==> config.mk <==
export PLATFORM = sky130hd
export DESIGN_NAME = div_sequencer
export DESIGN_NICKNAME = d
export VERILOG_FILES = /design/src/rtl/div_sequencer.sv
export SDC_FILE = /design/constraint.sdc
export NUM_CORES = 1
export LEC_CHECK = 0
export CAP_MARGIN = 20
export CORE_ASPECT_RATIO = 0.7
export CORE_MARGIN = 1.5
export CORE_UTILIZATION = 59
export CTS_BUF_LIST = sky130_fd_sc_hd__clkbuf_8
export CTS_CLUSTER_SIZE = 30
export DETAILED_ROUTE_END_ITERATION = 10
export PLACE_DENSITY_LB_ADDON = 0.12
export SLEW_MARGIN = 20
export SYNTH_ARGS = -nofsm -noshare
export SYNTH_HDL_FRONTEND = slang
export SYNTH_SLANG_ARGS = --single-unit
==> constraint.sdc <==
create_clock -name clk -period 6.35 [get_ports clk]
set_clock_uncertainty 0.2 [all_clocks]
set_input_delay 0.9525 -clock clk [delete_from_list [all_inputs] [get_ports clk]]
set_output_delay 0.9525 -clock clk [all_outputs]
set_load 0.005 [all_outputs]
==> src/rtl/div_sequencer.sv <==
// Iterative restoring divider for DIV/DIVU. It produces one quotient bit per cycle and
// holds the pipeline through stall until results are ready for HI/LO write-back.
module div_sequencer #(
  parameter int WIDTH = 32
) (
  input  logic             clk,
  input  logic             resetn,
  input  logic             start,
  input  logic             is_signed,
  input  logic [WIDTH-1:0] dividend,
  input  logic [WIDTH-1:0] divisor,
  input  logic             annul,
  output logic             stall,
  output logic             done,
  output logic [WIDTH-1:0] quotient,
  output logic [WIDTH-1:0] remainder
);
  localparam int CW = $clog2(WIDTH);

  typedef enum logic [1:0] {IDLE, BUSY, DONE} state_t;

  state_t           state, state_nxt;
  logic [CW-1:0]    cnt;
  logic [WIDTH-1:0] quo, rem, dvs;
  logic             q_neg, r_neg;
  logic             accept, last, div0;
  logic [WIDTH-1:0] a_abs, b_abs, quo_nxt, rem_nxt;
  logic [WIDTH:0]   rem_sh, trial;

  assign accept = (state == IDLE) & start & ~annul;
  assign last   = (cnt == CW'(WIDTH-1));
  assign div0   = (divisor == '0);
  assign a_abs  = (is_signed & dividend[WIDTH-1]) ? -dividend : dividend;
  assign b_abs  = (is_signed & divisor[WIDTH-1])  ? -divisor  : divisor;

  // quo doubles as the dividend shifter: its MSB feeds the partial remainder each step
  assign rem_sh  = {rem, quo[WIDTH-1]};
  assign trial   = rem_sh - {1'b0, dvs};
  assign rem_nxt = trial[WIDTH] ? rem_sh[WIDTH-1:0] : trial[WIDTH-1:0];
  assign quo_nxt = {quo[WIDTH-2:0], ~trial[WIDTH]};

  always_comb begin
    state_nxt = state;
    stall     = 1'b0;
    done      = 1'b0;
    case (state)
      IDLE: if (accept) begin
        stall     = 1'b1;
        state_nxt = div0 ? DONE : BUSY;
      end
      BUSY: if (annul) state_nxt = IDLE;
            else begin
              stall = 1'b1;
              if (last) state_nxt = DONE;
            end
      DONE: begin
        done      = ~annul;
        state_nxt = IDLE;
      end
      default: state_nxt = IDLE;
    endcase
    // a held start must not hold the pipeline while the block sits in reset
    if (!resetn) stall = 1'b0;
  end

  always_ff @(posedge clk or negedge resetn) begin
    if (!resetn) begin
      state     <= IDLE;
      cnt       <= '0;
      quo       <= '0;
      rem       <= '0;
      dvs       <= '0;
      q_neg     <= 1'b0;
      r_neg     <= 1'b0;
      quotient  <= '0;
      remainder <= '0;
    end else begin
      state <= state_nxt;
      case (state)
        IDLE: if (accept) begin
          quo   <= a_abs;
          dvs   <= b_abs;
          rem   <= '0;
          cnt   <= '0;
          q_neg <= is_signed & (dividend[WIDTH-1] ^ divisor[WIDTH-1]);
          r_neg <= is_signed & dividend[WIDTH-1];
          if (div0) begin
            quotient  <= '1;
            remainder <= dividend;
          end
        end
        BUSY: if (!annul) begin
          quo <= quo_nxt;
          rem <= rem_nxt;
          cnt <= cnt + CW'(1);
          if (last) begin
            quotient  <= q_neg ? -quo_nxt : quo_nxt;
            remainder <= r_neg ? -rem_nxt : rem_nxt;
          end
        end
        default: ;
      endcase
    end
  end
endmodule

; ---- After elaboration in Yosys (flattened, before gate mapping)
; Cells that the tools add are included.
[word_totals]
ff_bits = 169
out_inout_bits = 66
elab_cells = 72
[op_classes]
addsub = 6
eq_ne = 8
muxes = 34
bitwise_logic = 8
reduce_logical = 7
[op_table]
columns = cell, n
row1 = $mux 32, 17
row2 = $pmux 32 s2, 4
row3 = $neg 32->32, 4
row4 = $sub 33x32->33, 1
row5 = $logic_not 32->1, 1
row6 = $mux 5, 2
row7 = $pmux 5 s2, 1
row8 = $mux 2, 4
row9 = $ne 2x2->1 const B, 4
row10 = $add 5x1->5 const B, 1
row11 = $and 1x1->1, 5
row12 = $eq 5x5->1 const B, 1
row13 = $reduce_and 5->1, 1
row14 = $mux 1, 4
row15 = $pmux 2 s2, 1
row16 = $reduce_and 2->1, 2
row17 = $ne 3x3->1 const B, 1
row18 = $reduce_and 3->1, 1
row19 = $eq 2x1->1 const B, 1
row20 = $eq 2x2->1 const B, 1
row21 = $logic_not 2->1, 1
row22 = $not 1->1, 2
row23 = $pmux 1 s2, 1
row24 = $reduce_bool 2->1, 1
row25 = $xor 1x1->1, 1

; ---- Longest topological paths before layout
[depth]
word_depth = 7
ltp_mapped = 25
depth_no_buf = 22

; ---- Least setup slack after synthesis
; OpenSTA, ideal clock, no wires.
[synth_path]
path_kind = reg-to-reg
from = register quo[31]
to = register remainder[28]
arrival_ps = 4836
required_ps = 6060
path_slack_ps = 1224
stages_incl_launch_ff = 25
path_buffers = 3
synth_period_minus_slack_ps = 5126
cell_sequence = dfrtp_1 > inv_1 > ha_1 > fa_1 > nor2b_4 > o31a_1 > o2111ai_2 > a31oi_2 > o31a_4 > nor2_8 > inv_2 > buf_6 > buf_2 > buf_2 > nor2_1 > a21oi_1 > ha_1 > nand2_1 > a221o_1 > nor4_1 > nand4_1 > o41ai_2 > nand3_2 > or4_1 > o2111ai_1
[synth_between]
elab_chain_len = 7
[synth_rtl]
columns = element, line
row1 = start: declaration, 24  ; logic [WIDTH-1:0] quo, rem, dvs;
row2 = start signal: assignment, 81  ; quo <= a_abs;
row3 = start signal: assignment, 93  ; quo <= quo_nxt;
row4 = $sub 33x32->33, 38  ; assign trial = rem_sh - {1'b0, dvs};
row5 = $mux 32 *, 39  ; assign rem_nxt = trial[WIDTH] ? rem_sh[WIDTH-1:0] : trial[WIDTH-1:0];
row6 = $neg 32->32, 98  ; remainder <= r_neg ? -rem_nxt : rem_nxt;
row7 = $mux 32 *, 98
row8 = $mux 32 *, 96  ; if (last) begin
row9 = $mux 32 *, 92  ; BUSY: if (!annul) begin
row10 = $pmux 32 s2 *, 79  ; case (state)
row11 = end signal: assignment, 89  ; remainder <= dividend;
row12 = end signal: assignment, 98
row13 = end: declaration, 16  ; output logic [WIDTH-1:0] remainder
; Mark *: on every way between the ends. The rest lies on a longest branch, timed or not. The select of a mux whose other input is x is not followed.
; A chain may end at the register's enable or synchronous reset.

; ---- Worst setup path in the final report
; Same ends and word-level chain as after synthesis.

==> results.json <==
{
  "yosysSeqAreaShare_pct": 35.36,
  "cts_tree": "yes",
  "power.internal_mw": 3.690,
  "grt_pass1_vias": 10670,
  "post_cts_resized": 0,
  "p_seq_share_pct": 24.5,
  "synth_nets": 1583,
  "grt_pass1_wl_um": 55950,
  "vias": 11570,
  "cts_hold_buffers": 0,
  "period_share_pct": 93.94,
  "dieArea_sq_um": 21150,
  "cp-start-kind": "flop",
  "critical_path_class": "flop to flop",
  "worstPathRequired_ns": 6.54,
  "place.gp.congestion": 0.9558,
  "p_total_mw": 7.284,
  "ys.flop_type": "dfrtp_1",
  "slew_violations": 0,
  "combPwrFrac_pct": 63.3,
  "coreArea_sq_um": 19850,
  "irDropWorstVdd_v": 0.0003455,
  "syn_area_sq_um": 11960,
  "layout_common_cells": "nand2_1, o21ai_0, dfrtp_1, a21oi_1, nor2_1",
  "vias_per_cell": 6.254,
  "crit_fanout": 12,
  "pwr-share-clk_pct": 12.2,
  "dp.cells": 1818,
  "antenna_cells": 0,
  "ioPinCount": 135,
  "p_leak_nw": 5.735,
  "min_path_type": "primary input to asynchronous set/reset pin",
  "die_h_um": 122.1,
  "rrSetupSlack_ns": 0.38,
  "tns_ns": 0,
  "htree_levels": 4,
  "switching_share_pct": 49.34,
  "root_buffer": "clkbuf_8",
  "synth-edff-count": 0,
  "numPortBuffers": 134,
  "maxCapViolations": 0,
  "rsz0062_at_grt": "false",
  "place_area_sq_um": 13450,
  "nNetsFinal": 1675,
  "clk_latency_ns": 0.48,
  "antenna_found_initial": 0,
  "async_reset_ff_share_pct": 100.0,
  "cts_sinks": 169,
  "final_common_cell": "nand2_1",
  "routed_wirelength_um": 34740,
  "p_sw_mw": 3.594,
  "cts_buffer_depth": 2,
  "slew-limit-headroom_pct": 22.87,
  "grt_max_degree": 99,
  "layout.cells.non_filler": 1850,
  "syn_to_final_growth_pct": 16.26,
  "dp.final_hpwl_um": 25520,
  "ys_types": 77,
  "synthCells": 1475,
  "fin_area_sq_um": 13900,
  "fmax_mhz": 167.6,
  "fin_ws_ns": 0.3847,
  "drive_above_1_share_pct": 5.443,
  "ys_seq_elements": 169,
  "grt_remaining_overflow": 0,
  "num-fill-cells": 1650,
  "worst_slew_pin_slew_ns": 1.157,
  "clk_pin_slew_worst_paths_ns": 0.09,
  "p_per_area_nw_per_um2": 523.9,
  "die_w_um": 173.2,
  "hold_viol": 0,
  "status": "completed",
  "post_cts_buffers": 0,
  "cts_buffers": 17,
  "start_util_pct": 60.24,
  "setup.worst_path.end_class": "flop",
  "grt_util_all_layers_pct": 33.51,
  "drtPass1Iterations": 7,
  "critPathArrivalTime_ns": 6.15,
  "avgSynthCellArea_sq_um": 8.109,
  "post-route-drc-count": 0,
  "drtIter0Drc": 1032,
  "dp_slack_ns": 0.6373,
  "fin_crit_ns": 5.965,
  "fin_util_pct": 70.04,
  "yosysWarnings": 0,
  "ant_nets": 0,
  "rows": 43,
  "final-setup-viol-count": 0,
  "hold_ws_ns": 0.1705,
  "wire_per_inst_um": 18.78
}
-- critical path, stage by stage (launching register included) --
cell       delay [ns]
dfrtp_1          0.42
inv_1            0.10
ha_1             0.19
fa_1             0.26
nor2b_4          0.07
o31a_1           0.27
o2111ai_2        0.27
a31oi_2          0.21
nor4_4           0.75
nor2_8           0.01
inv_2            0.19
nor2_1           0.06
a21oi_1          0.23
ha_1             0.28
nand2_1          0.09
a221o_1          0.28
nor4_1           0.49
nand4_1          0.29
o41ai_2          0.40
nand3_2          0.20
or4_1            0.51
o2111ai_1        0.12
-- cell type report --
type	count	area (sq um)	share of cell area, %
Tap cell	270	337.8	2.430
Clock buffer	19	261.5	1.881
Sequential cell	169	4229	30.41
Multi-Input combinational cell	1179	7238	52.06
Timing Repair Buffer	149	1455	10.47
Inverter	51	191.4	1.377
Clock inverter	13	191.4	1.377
-- state kept, by name, indices dropped and copies added, names as in the netlist --
register and flops:
r_neg 1, remainder 32, quo 32, dvs 32, q_neg 1, cnt 5, state 2, quotient 32
rem 32
-- cells in the mapped netlist, types with 5 or more instances --
library cell | n | share of area [%]
a211oi_1 | 10 | 0.63
a21o_1 | 5 | 0.31
a21oi_1 | 148 | 6.2
a22o_1 | 7 | 0.51
a31oi_1 | 19 | 0.99
and2_1 | 12 | 0.63
and3_1 | 19 | 0.99
buf_2 | 11 | 0.46
buf_4 | 6 | 0.38
clkbuf_1 | 55 | 1.7
dfrtp_1 | 169 | 35
ha_1 | 38 | 4.0
inv_1 | 49 | 1.5
mux2_2 | 5 | 0.47
mux2i_1 | 28 | 2.3
nand2_1 | 187 | 5.9
nand2b_1 | 13 | 0.68
nand3_1 | 17 | 0.71
nand4_1 | 12 | 0.63
nor2_1 | 142 | 4.5
nor2b_1 | 6 | 0.31
nor3_1 | 28 | 1.2
nor3b_1 | 5 | 0.31
nor4_1 | 10 | 0.52
o211ai_1 | 8 | 0.50
o21a_1 | 6 | 0.38
o21ai_0 | 176 | 7.4
o22ai_1 | 6 | 0.31
o31ai_1 | 29 | 1.8
o41ai_1 | 13 | 0.95
or3_1 | 22 | 1.2
or4_1 | 11 | 0.69
xnor2_1 | 49 | 3.6
xor2_1 | 77 | 5.6
-- kinds of logic after synthesis --
kind of cell	synth area share, %
DFF	35.36
adders and majority gates	4.143
xor gates and xnor gates	9.227
muxes	2.814
and+or+nand+nor	20.09
AOI/OAI and AO/OA	24.02
buffers and inverters	4.352
-- path summary, 6_finish.rpt --
path                         start       endpoint  cells after the start
setup / recovery           quo[31]  remainder[28]                     21
hold / removal              resetn         rem[7]                      1
setup reg to reg           quo[31]  remainder[28]                     21
hold reg to reg             dvs[9]         dvs[9]                      2
max in group asynchronous   resetn        quo[26]                      3
min in group clk            dvs[9]         dvs[9]                      2
-- routing by layer --
layer | vias to the layer above | GRT usage (%) | wire, um
met5 | - | 0 | 0
met4 | 0 | 9.022 | 643
met3 | 51 | 7.241 | 2982
met2 | 508 | 49.52 | 14780
met1 | 5566 | 49.59 | 16340
li1 | 5445 | - | -
-- power groups by stage --
stage / clock network (mW) / registers [mW] / logic, mW
floorplan: 0 / 1.69 / 3.25
global placement: 0 / 1.77 / 4.41
detailed placement: 0 / 1.79 / 4.48
CTS: 0.899 / 1.77 / 4.52
global route: 0.941 / 1.82 / 5.05
finish: 0.890 / 1.78 / 4.61
No activity file was read; power rests on OpenSTA's default activity.
